## src/rtl/cpu5_wbck_pkg.sv

```systemverilog
// Shared widths and defaults for the cpu5 writeback stage.
// Optional forwarding outputs are enabled in the top by defining CPU5_WBCK_FWD_EN.
package cpu5_wbck_pkg;
  localparam int CPU5_XLEN        = 32;
  localparam int CPU5_RFIDX_WIDTH = 5;
  localparam int CPU5_STARVE_MAX  = 4;

  typedef enum logic [1:0] {
    GNT_NONE = 2'd0,
    GNT_ALU  = 2'd1,
    GNT_LSU  = 2'd2
  } gnt_e;
endpackage

```

## src/rtl/cpu5_wbck_arb.sv

```systemverilog
// Two-way writeback grant: loads win collisions, but after STARVE_MAX
// consecutive losses the ALU is forced through once.
module cpu5_wbck_arb
  import cpu5_wbck_pkg::*;
#(
  parameter int STARVE_MAX = CPU5_STARVE_MAX
) (
  input  logic clk,
  input  logic rst,
  input  logic alu_valid,
  input  logic lsu_valid,
  output logic alu_grant,
  output logic lsu_grant,
  output gnt_e gnt
);
  localparam int CW = $clog2(STARVE_MAX + 1);

  logic [CW-1:0] starve_cnt;
  logic          starved;

  assign starved = (starve_cnt == CW'(STARVE_MAX));

  always_comb begin
    alu_grant = alu_valid & (~lsu_valid | starved);
    lsu_grant = lsu_valid & ~alu_grant;
    gnt       = GNT_NONE;
    if (alu_grant)      gnt = GNT_ALU;
    else if (lsu_grant) gnt = GNT_LSU;
  end

  // Counts only real collisions lost by the ALU; a forced ALU grant clears it,
  // so it can never pass STARVE_MAX.
  always_ff @(posedge clk) begin
    if (!rst)
      starve_cnt <= '0;
    else if (alu_valid & lsu_valid & lsu_grant)
      starve_cnt <= starve_cnt + CW'(1);
    else
      starve_cnt <= '0;
  end
endmodule

```

## src/rtl/cpu5_wbck.sv

```systemverilog
// Writeback stage: arbitrates ALU/LSU results into one registered regfile write.
// Define CPU5_WBCK_FWD_EN to expose fwd_valid/fwd_idx/fwd_data for decode bypass.
module cpu5_wbck
  import cpu5_wbck_pkg::*;
#(
  parameter int XLEN       = CPU5_XLEN,
  parameter int RFIDX_W    = CPU5_RFIDX_WIDTH,
  parameter int STARVE_MAX = CPU5_STARVE_MAX
) (
  input  logic               clk,
  input  logic               rst,
  input  logic               alu_wbck_valid,
  output logic               alu_wbck_ready,
  input  logic [RFIDX_W-1:0] alu_wbck_idx,
  input  logic [XLEN-1:0]    alu_wbck_data,
  input  logic               lsu_wbck_valid,
  output logic               lsu_wbck_ready,
  input  logic [RFIDX_W-1:0] lsu_wbck_idx,
  input  logic [XLEN-1:0]    lsu_wbck_data,
  input  logic               lsu_wbck_err,
  output logic               rf_wen,
  output logic [RFIDX_W-1:0] rf_idx,
  output logic [XLEN-1:0]    rf_data,
  output logic               wbck_lsu_err
`ifdef CPU5_WBCK_FWD_EN
  ,
  output logic               fwd_valid,
  output logic [RFIDX_W-1:0] fwd_idx,
  output logic [XLEN-1:0]    fwd_data
`endif
);
  logic               alu_grant, lsu_grant, xfer, win_err;
  gnt_e               gnt;
  logic [RFIDX_W-1:0] win_idx;
  logic [XLEN-1:0]    win_data;

  cpu5_wbck_arb #(.STARVE_MAX(STARVE_MAX)) u_arb (
    .clk       (clk),
    .rst       (rst),
    .alu_valid (alu_wbck_valid),
    .lsu_valid (lsu_wbck_valid),
    .alu_grant (alu_grant),
    .lsu_grant (lsu_grant),
    .gnt       (gnt)
  );

  assign alu_wbck_ready = alu_grant;
  assign lsu_wbck_ready = lsu_grant;

  always_comb begin
    xfer     = (gnt != GNT_NONE);
    win_idx  = alu_wbck_idx;
    win_data = alu_wbck_data;
    win_err  = 1'b0;
    if (gnt == GNT_LSU) begin
      win_idx  = lsu_wbck_idx;
      win_data = lsu_wbck_data;
      win_err  = lsu_wbck_err;
    end
  end

  // x0 and faulted loads still retire (idx/data latched) but never write.
  always_ff @(posedge clk) begin
    if (!rst) begin
      rf_wen       <= 1'b0;
      rf_idx       <= '0;
      rf_data      <= '0;
      wbck_lsu_err <= 1'b0;
    end else begin
      rf_wen       <= xfer & (|win_idx) & ~win_err;
      wbck_lsu_err <= xfer & win_err;
      if (xfer) begin
        rf_idx  <= win_idx;
        rf_data <= win_data;
      end
    end
  end

`ifdef CPU5_WBCK_FWD_EN
  assign fwd_valid = rf_wen;
  assign fwd_idx   = rf_idx;
  assign fwd_data  = rf_data;
`endif
endmodule

```

## config.mk

```make
export PLATFORM = sky130hd
export DESIGN_NAME = cpu5_wbck
export DESIGN_NICKNAME = d
export VERILOG_FILES = /design/src/rtl/cpu5_wbck_pkg.sv /design/src/rtl/cpu5_wbck_arb.sv /design/src/rtl/cpu5_wbck.sv
export SDC_FILE = /design/constraint.sdc
export NUM_CORES = 1
export LEC_CHECK = 0
export CORE_MARGIN = 2
export CORE_UTILIZATION = 37
export DETAILED_ROUTE_END_ITERATION = 8
export PLACE_DENSITY = 0.94
export SLEW_MARGIN = 20
export SYNTH_ARGS = -nofsm -noshare
export SYNTH_HDL_FRONTEND = slang
export SYNTH_SLANG_ARGS = --single-unit
```

## constraint.sdc

```tcl
create_clock -name clk -period 2.65 [get_ports clk]
set_input_delay 0.795 -clock clk [delete_from_list [all_inputs] [get_ports clk]]
set_output_delay 0.795 -clock clk [all_outputs]
set_load 0.05 [all_outputs]
```

# Word level (Yosys, flattened, before mapping)
# Cells that the tools add are included.
# totals
inputBits,79
ff_bits,42
elab_cells,27
output_inout_bits,41
# classes
reduce_logical,3
add_sub_neg,1
n_eq_ne,2
bitwise,11
mux,5
# ops
operator,n
32-bit 2-to-1 mux,1
1-bit AND,7
5-bit 2-to-1 mux,1
5-bit OR reduction,1
2-bit 2-to-1 mux,2
3-bit by 1-bit adder with 3-bit output (second input constant),1
3-bit equality test (second input constant),1
1-bit inverter,3
2-bit equality test (second input constant),1
2-bit AND reduction,1
2-bit nonzero test,1
1-bit 2-to-1 mux,1
1-bit bitwise OR,1

# Longest topological paths before layout
# Gate-level depths: netlist of the first run.
# logic_depth
word_depth,12
ltp_mapped,7
ltp_nobuf,5

# Cells and area by module
# From an unflattened synthesis of the first run, not the netlist that was laid out.
# hier_totals
hier_cells,232
hier_area_um2,2048.2
# modules_own_cells
module,n_inst,area_each_um2,seq_area_each_um2,cells_each
cpu5_wbck,1,1874.3,780.7,213
cpu5_wbck_arb,1,173.9,60.1,19

# Least setup slack after synthesis of the first run
# No wires, ideal clock.
# synth_timing
path_type,in2out
start,input port lsu_wbck_valid
end,output port alu_wbck_ready
n_path_buf,1
arrival_time_ps,2137
cell_stages,2
setup_slack_ps,-282
required_ps,1855
path_cell_list,buf_2 > a21boi_0
# synth_between
elab_chain_cells,3
# synth_lines
item,line,rtl
"start, declared",cpu5_wbck.sv:16,"input logic lsu_wbck_valid,"
1-bit inverter,cpu5_wbck_arb.sv:24,alu_grant = alu_valid & (~lsu_valid | starved);
1-bit bitwise OR,cpu5_wbck_arb.sv:24,
1-bit AND,cpu5_wbck_arb.sv:24,
"end, declared",cpu5_wbck.sv:13,"output logic alu_wbck_ready,"
# Every way passes these cells.

# Worst setup path in the final report of the first run
# layout_timing
start,input port alu_wbck_valid
end,output port alu_wbck_ready
# layout_between
elab_chain_cells,1
# layout_lines
item,line,rtl
"start, declared",cpu5_wbck.sv:12,"input logic alu_wbck_valid,"
1-bit AND,cpu5_wbck_arb.sv:24,
# Every way passes these cells.

==> qor.log, run 1 <==
INFO  cells_and_area total_area_of_multi_input_combinational_cells=800µm²
INFO  drt            avgRoutedWirePerCell=16.4µm
INFO  place          hpwlAfterDp=3780µm
INFO  clock_network  clockRootBuffer=sky130_fd_sc_hd__clkbuf_8
INFO  cells_and_area area.sequential=841µm²
INFO  floorplan      io-pin-count=120
INFO  clock_network  cts_setup_buffers=0
INFO  sta            timing_worst_slew_pin_value=1.02ns
INFO  sta            report.final.hold_viol_count=0
INFO  logic_synthesis synth_enable_flop_cells=0
INFO  floorplan      floorplan.rows=24
INFO  clock_network  cts_max_path_buffers=2
INFO  place          numPortBuffers=119
INFO  sta            maxSlewHeadroom=32.2%
INFO  logic_synthesis synth.most_common_cell=sky130_fd_sc_hd__dfxtp_1
INFO  critical_path  setup.worst_path.end_class=output port
INFO  logic_synthesis yosys.area.top_type=sky130_fd_sc_hd__dfxtp_1
INFO  cells_and_area post-route-util=69.1%
INFO  global_routing via_count_of_the_first_global_routing_pass=1720
INFO  drt            dr_total_vias=1714
INFO  place          place.detailed.instances=318
INFO  clock_network  post_cts_gate_resize_count=0
INFO  drt            drc_errors=0
INFO  clock_network  tritoncts=done
INFO  logic_synthesis synthesis.area_per_instance=11.1µm²
INFO  min_path       hp-start=u_arb.starve_cnt[0]$_SDFF_PN0_
INFO  critical_path  worst_setup_path_startpoint=alu_wbck_valid
INFO  pwr            design_power_total=1550µW
INFO  global_routing gr-usage-all-layers=20.4%
INFO  critical_path  critPathKind=input port to output port
INFO  logic_synthesis synth_top_family_by_area=compound AO/OA/AOI/OAI gates
INFO  run            drv_cap=0
INFO  clock_network  clock_sink_count=42
INFO  clock_network  clk_pin_slew_worst_paths=0.08ns
INFO  critical_path  worst-endpoint-required=1.86ns
INFO  sta            timing.setup.tns=0ns
INFO  logic_synthesis synth_cell_types=24
INFO  logic_synthesis synth_compound_gate_area_share=24.1%
INFO  floorplan      fp.coreArea=4410µm²
INFO  clock_network  postCtsHoldBufs=0
INFO  sta            skew=0.00712ns
INFO  cells_and_area diodes=0
INFO  drt            avgViaCountPerCell=5.24
INFO  logic_synthesis post_synth_inst_count=154
INFO  cells_and_area final_cell_count_no_fill=327
INFO  floorplan      floorplan.die.height=72.0µm
INFO  logic_synthesis synth_xor_area_share=0%
INFO  global_routing overflow=0
INFO  drt            wl=5350µm
INFO  logic_synthesis synth_warnings=0
INFO  critical_path  worstPathArrival=1.81ns
INFO  logic_synthesis synthArstFlopShare=0%
INFO  clock_network  cts_made_buffers=5
INFO  logic_synthesis yosys-top-cells-area=sky130_fd_sc_hd__dfxtp_1, sky130_fd_sc_hd__a221o_1, sky130_fd_sc_hd__and2_1, sky130_fd_sc_hd__buf_6, sky130_fd_sc_hd__ha_1
INFO  clock_network  htreeDepth=2
INFO  floorplan      start_util=38.7%
INFO  logic_synthesis muxShareOfSynthArea=0.586%
INFO  cells_and_area layout-drive-gt1-share=6.91%
INFO  logic_synthesis yosys.area.top_type_share=49.2%
INFO  logic_synthesis synthAdderAreaFrac=1.46%
INFO  logic_synthesis mapped_nets=235
INFO  global_routing initial_antenna_violation_count=0
INFO  critical_path  reg2reg_from=u_arb.starve_cnt[0]$_SDFF_PN0_
INFO  sta            holdWs=0.526ns
INFO  critical_path  critical_path_start_type=input port
INFO  pwr            vdd.ir_drop.worst=321µV
INFO  place          gp_congestion=0.792
INFO  sta            max_freq=384MHz
INFO  cells_and_area num-nets-final=356
INFO  min_path       hp-class=flop to flop
INFO  pwr            p_per_area=508nW/µm²
INFO  floorplan      die-area=5180µm²
INFO  logic_synthesis synth_simple_gate_area_share=20.2%
INFO  logic_synthesis predominant_post_synthesis_flop_cell=sky130_fd_sc_hd__dfxtp_1
INFO  sta            rsz0062_at_grt=false
INFO  global_routing grt_max_degree=39
INFO  logic_synthesis synth.yosys.seq_area_share=49.2%
INFO  sta            timing.final.setup_violations=0
INFO  drt            final_antenna_net_count=0
INFO  logic_synthesis yosys_register_bits=42
INFO  sta            timing_max_transition_violations_final=0
INFO  status         outcome=finished clean
INFO  floorplan      die_width=72.0µm
INFO  sta            layout_worst_path_cycle_share=98.3%
INFO  cells_and_area area_growth_syn_to_layout=78.6%
INFO  logic_synthesis ys_top_cells_by_count=sky130_fd_sc_hd__dfxtp_1, sky130_fd_sc_hd__and2_1, sky130_fd_sc_hd__a221o_1, sky130_fd_sc_hd__buf_2, sky130_fd_sc_hd__clkbuf_1
INFO  logic_synthesis synth.cell_area=1710µm²
INFO  sta            period_minus_slack=2.60ns
INFO  drt            first_iter_violations=70
INFO  clock_network  worst_skew_pair_later_pin_latency=0.29ns
INFO  pwr            power.leakage=0.00119µW
INFO  cells_and_area layout.filler_cells=335
INFO  drt            drt_pass1_iterations=4
INFO  critical_path  path_max_fanout=3
INFO  global_routing grt_pass1_wl=8220µm
[final cells by class]
type | count | area share [%]
well taps | 52 | 2.13
flip-flops and latches | 42 | 27.6
clock buffers | 5 | 2.26
inverters | 2 | 0.246
clock inverters | 2 | 0.328
repair buffers | 125 | 41.3
multi-input cells | 99 | 26.2
[routing by layer]
layer	global-route usage [%]	part of all wire (%)	up-vias
li1	-	-	823
met1	23.2	40	800
met2	35.7	51	76
met3	5.56	6.6	15
met4	9.22	2.4	0
met5	0	0	-
[placed cells by master (no fill, tap or decap)]
cell / count
sky130_fd_sc_hd__nand4_1: 1
sky130_fd_sc_hd__buf_4: 5
sky130_fd_sc_hd__buf_6: 1
sky130_fd_sc_hd__nor3_1: 1
sky130_fd_sc_hd__o2111a_1: 1
sky130_fd_sc_hd__a21oi_1: 1
sky130_fd_sc_hd__a21oi_4: 1
sky130_fd_sc_hd__mux2i_1: 1
sky130_fd_sc_hd__buf_12: 2
sky130_fd_sc_hd__nand2_1: 2
sky130_fd_sc_hd__inv_1: 2
sky130_fd_sc_hd__nand3_2: 1
sky130_fd_sc_hd__nand3_1: 1
sky130_fd_sc_hd__a21boi_1: 1
sky130_fd_sc_hd__ha_1: 2
sky130_fd_sc_hd__or4_1: 1
sky130_fd_sc_hd__nor2b_1: 1
sky130_fd_sc_hd__dfxtp_1: 42
sky130_fd_sc_hd__nor2_1: 3
sky130_fd_sc_hd__clkbuf_8: 5
sky130_fd_sc_hd__clkdlybuf4s50_1: 117
sky130_fd_sc_hd__and3_4: 1
sky130_fd_sc_hd__and2_1: 41
sky130_fd_sc_hd__nor3b_4: 1
sky130_fd_sc_hd__a211o_1: 1
sky130_fd_sc_hd__a221o_1: 37
sky130_fd_sc_hd__clkinv_2: 2
[flip-flops by register name, indices dropped and copies added (netlist names)]
register / count
rf_data: 32
rf_idx: 5
rf_wen: 1
u_arb.starve_cnt: 3
wbck_lsu_err: 1
[through the flow]
stage          setup WS [ns]  cell area (µm²)
3_5_place_dp          -0.152             2950
2_1_floorplan          0.123             1710
3_3_place_gp         -0.0791             2950
6_report              0.0462             3050
4_1_cts               0.0293             3030
5_1_grt               0.0124             3050
[power by group]
part	switching [µW]	internal, µW	leakage [µW]
logic	239	222	0.000795
clock network	217	177	0.0000438
registers	20.9	675	0.000348
[path summary, 6_finish.rpt]
| path | end | slack (ns) | cells past startpoint |
|---|---|---|---|
| hold / removal | u_arb.starve_cnt[0]$_SDFF_PN0_ | 0.53 | 2 |
| hold reg to reg | u_arb.starve_cnt[0]$_SDFF_PN0_ | 0.53 | 2 |
| setup / recovery | alu_wbck_ready | 0.05 | 4 |
| setup reg to reg | rf_data[26]$_SDFFE_PN0P_ | 0.69 | 5 |
[worst max-delay path, cell delays in order]
cell and delay [ns]:
sky130_fd_sc_hd__clkdlybuf4s50_1 0.53, sky130_fd_sc_hd__a21boi_1 0.20, sky130_fd_sc_hd__buf_4 0.15, sky130_fd_sc_hd__buf_12 0.13
[kinds of logic (layout without fill, tap and decap cells)]
group                      count (synthesis)  count (layout)
and+or+nand+nor                           54              54
adders and majority gates                  2               2
muxes                                      1               1
DFF                                       42              42
AOI/OAI and AO/OA                         42              42
buffers and inverters                     13             134
No activity file was read; power rests on OpenSTA's default activity.
==> inputs of run 2 (changes only) <==
--- a/config.mk
+++ b/config.mk
@@ -6,9 +6,10 @@
 export NUM_CORES = 1
 export LEC_CHECK = 0
 export CORE_MARGIN = 2
-export CORE_UTILIZATION = 37
+export CORE_UTILIZATION = 55
 export DETAILED_ROUTE_END_ITERATION = 8
-export PLACE_DENSITY = 0.94
+export DONT_BUFFER_PORTS = 1
+export PLACE_DENSITY = 0.8
 export SLEW_MARGIN = 20
 export SYNTH_ARGS = -nofsm -noshare
 export SYNTH_HDL_FRONTEND = slang
==> qor.log, run 2 (synthesized netlist as in run 1, its figures left out) <==
INFO  status         outcome=finished clean
INFO  sta            period_minus_slack=2.34ns [-0.263 ns]
INFO  clock_network  htreeDepth=2 [unchanged]
INFO  min_path       hp-class=flop to flop
INFO  drt            wl=3960µm [-26%]
INFO  cells_and_area reg.largest.list=rf_data (32), rf_idx (5), u_arb.starve_cnt (3)
INFO  critical_path  reg2reg_from=u_arb.starve_cnt[0]$_SDFF_PN0_
INFO  pwr            p_sw_share=30.9% [+0.16 points]
INFO  place          gp_congestion=0.805 [+1.7%]
INFO  pwr            share_seq_of_total_power=64.0% [+19 points]
INFO  pwr            power.leakage=0.000698µW [-41%]
INFO  floorplan      fp.coreArea=3000µm² [-32%]
INFO  floorplan      start_util=56.9% [+18 points]
INFO  floorplan      die_width=59.7µm [-17%]
INFO  sta            layout_worst_path_cycle_share=88.3% [-9.9 points]
INFO  drt            drc_errors=0 [unchanged]
INFO  clock_network  cts_max_path_buffers=2 [unchanged]
INFO  critical_path  critPathKind=flop to output port
INFO  clock_network  post_cts_gate_resize_count=0 [unchanged]
INFO  cells_and_area most_common_cell_after_layout_fill_and_taps_aside=sky130_fd_sc_hd__dfxtp_1
INFO  drt            detailroute.wirelength.met2=1930µm [-29%]
INFO  critical_path  path_max_fanout=4 [+1]
INFO  drt            drt_pass1_iterations=4 [unchanged]
INFO  sta            timing.setup.tns=0ns [unchanged]
INFO  clock_network  postCtsHoldBufs=0 [unchanged]
INFO  sta            timing_max_transition_violations_final=0 [unchanged]
INFO  drt            wl_met3=349µm [-0.85%]
INFO  critical_path  critical_path.reg2reg.endpoint=rf_data[24]$_SDFFE_PN0P_
INFO  global_routing initial_antenna_violation_count=0 [unchanged]
INFO  global_routing grt_pass1_wl=5780µm [-30%]
INFO  cells_and_area final_cell_mix=sky130_fd_sc_hd__dfxtp_1, sky130_fd_sc_hd__and2_1, sky130_fd_sc_hd__a221o_1
INFO  sta            maxSlewHeadroom=32.1% [-0.070 points]
INFO  global_routing via_count_of_the_first_global_routing_pass=1242 [-28%]
INFO  sta            timing.final.setup_violations=0 [unchanged]
INFO  critical_path  setup.worst_path.end_class=output port
INFO  clock_network  cts_setup_buffers=0 [unchanged]
INFO  pwr            switchingPower=412µW [-14%]
INFO  cells_and_area layout-drive-gt1-share=7.84% [+0.93 points]
INFO  min_path       number_of_stages_on_the_worst_hold_path=2 [unchanged]
INFO  clock_network  clockRootBuffer=sky130_fd_sc_hd__clkbuf_4
INFO  drt            avgViaCountPerCell=6.59 [+26%]
INFO  critical_path  worst-endpoint-required=1.86ns [about the same]
INFO  drt            top_signal_layer_used=met4
INFO  place          hpwlAfterDp=2800µm [-26%]
INFO  critical_path  critical_path_start_type=flop
INFO  critical_path  ff_to_ff_setup_slack=0.65ns [-0.04 ns]
INFO  drt            avgRoutedWirePerCell=21.3µm [+30%]
INFO  pwr            p_per_area=752nW/µm² [+48%]
INFO  cells_and_area diodes=0 [unchanged]
INFO  pwr            power.combinational.fraction=6.6% [-23 points]
INFO  critical_path  cp-endpoint=lsu_wbck_ready
INFO  cells_and_area largest-register=rf_data
INFO  clock_network  clock_sink_count=42 [unchanged]
INFO  critical_path  worst_reg2reg_path_depth=6 [+1]
INFO  drt            final_antenna_net_count=0 [unchanged]
INFO  drt            wl_met1=1630µm [-23%]
INFO  floorplan      floorplan.rows=20 [-17%]
INFO  run            drv_cap=0 [unchanged]
INFO  global_routing gr-usage-all-layers=22.1% [+1.7 points]
INFO  clock_network  tritoncts=done
INFO  clock_network  clk_pin_slew_worst_paths=0.10ns [+0.02 ns]
INFO  floorplan      die-area=3570µm² [-31%]
INFO  sta            skew=0.00810ns [+0.000985 ns]
INFO  sta            max_freq=427MHz [+11%]
INFO  clock_network  cts_made_buffers=5 [unchanged]
INFO  global_routing grt_max_degree=39 [unchanged]
INFO  sta            rsz0062_at_grt=false
INFO  pwr            cell_internal_pwr=921µW [-14%]
INFO  place          numPortBuffers=0 [-100%]
INFO  cells_and_area num-nets-final=233 [-35%]
INFO  pwr            design_power_total=1330µW [-14%]
INFO  pwr            vdd.ir_drop.worst=345µV [+7.6%]
INFO  cells_and_area largest_reg_flops=32 [unchanged]
INFO  cells_and_area area_growth_syn_to_layout=3.66%
INFO  sta            timing_worst_slew_pin_value=1.02ns [+0.00221 ns]
INFO  pwr            clkPwrFrac=29.4% [+4.0 points]
INFO  drt            dr_total_vias=1225 [-29%]
INFO  sta            report.final.hold_viol_count=0 [unchanged]
INFO  critical_path  worstPathArrival=1.55ns [-0.26 ns]
INFO  critical_path  worst_setup_path_startpoint=u_arb.starve_cnt[0]$_SDFF_PN0_
INFO  drt            first_iter_violations=44 [-37%]
INFO  floorplan      floorplan.die.height=59.7µm [-17%]
INFO  floorplan      io-pin-count=120 [unchanged]
INFO  clock_network  worst_skew_pair_later_pin_latency=0.34ns [+0.05 ns]
INFO  global_routing overflow=0 [unchanged]
[run 2: worst min-delay path by stage]
stage | start | end | slack (ns)
3_3_place_gp | u_arb.starve_cnt[0]$_SDFF_PN0_ | u_arb.starve_cnt[0]$_SDFF_PN0_ | 0.49
4_1_cts | u_arb.starve_cnt[0]$_SDFF_PN0_ | u_arb.starve_cnt[0]$_SDFF_PN0_ | 0.54
3_5_place_dp | u_arb.starve_cnt[0]$_SDFF_PN0_ | u_arb.starve_cnt[0]$_SDFF_PN0_ | 0.50
5_1_grt | lsu_wbck_data[18] | rf_data[18]$_SDFFE_PN0P_ | 0.55
2_1_floorplan | u_arb.starve_cnt[0]$_SDFF_PN0_ | u_arb.starve_cnt[0]$_SDFF_PN0_ | 0.48
6_report | u_arb.starve_cnt[0]$_SDFF_PN0_ | u_arb.starve_cnt[0]$_SDFF_PN0_ | 0.54
[run 2: metrics by stage]
step	area (µm²)	utilization (%)	cells	setup slack [ns]	hold WS (ns)
6_report	1770	59.0	186	0.309	0.537
5_1_grt	1770	59.0	186	0.216	0.549
4_1_cts	1770	59.0	186	0.295	0.537
3_5_place_dp	1700	56.5	178	0.550	0.505
3_3_place_gp	1700	56.5	178	0.556	0.488
2_1_floorplan	1710	-	154	0.123	0.479
[run 2: routing by layer]
metal  track usage [%]  vias up
li1                  -      577
met1              24.8      574
met2              37.9       68
met3              8.23        6
met4              8.57        0
met5                 0        -
[run 2: power groups by stage]
stage               Sequential, µW  Combinational, µW  Clock, µW
floorplan                      859               81.7          0
global placement               866               82.9          0
detailed placement             867               87.5          0
CTS                            853               88.7        405
global route                   858               96.6        429
finish                         853               87.9        392
[run 2: area by class of cell]
cell class	instances	area (µm²)
fillers	257	1230
clock buffers	7	45.0
repair buffers	2	15.0
multi-input cells	99	792
clock inverters	1	30.0
flip-flops and latches	42	841
well taps	33	41.3
inverters	2	7.51
[run 2: critical path, stage by stage, from the launching register on]
cell and delay, ns:
sky130_fd_sc_hd__dfxtp_1 0.35, sky130_fd_sc_hd__inv_1 0.06, sky130_fd_sc_hd__ha_1 0.24, sky130_fd_sc_hd__nand3_2 0.12, sky130_fd_sc_hd__and2_1 0.44
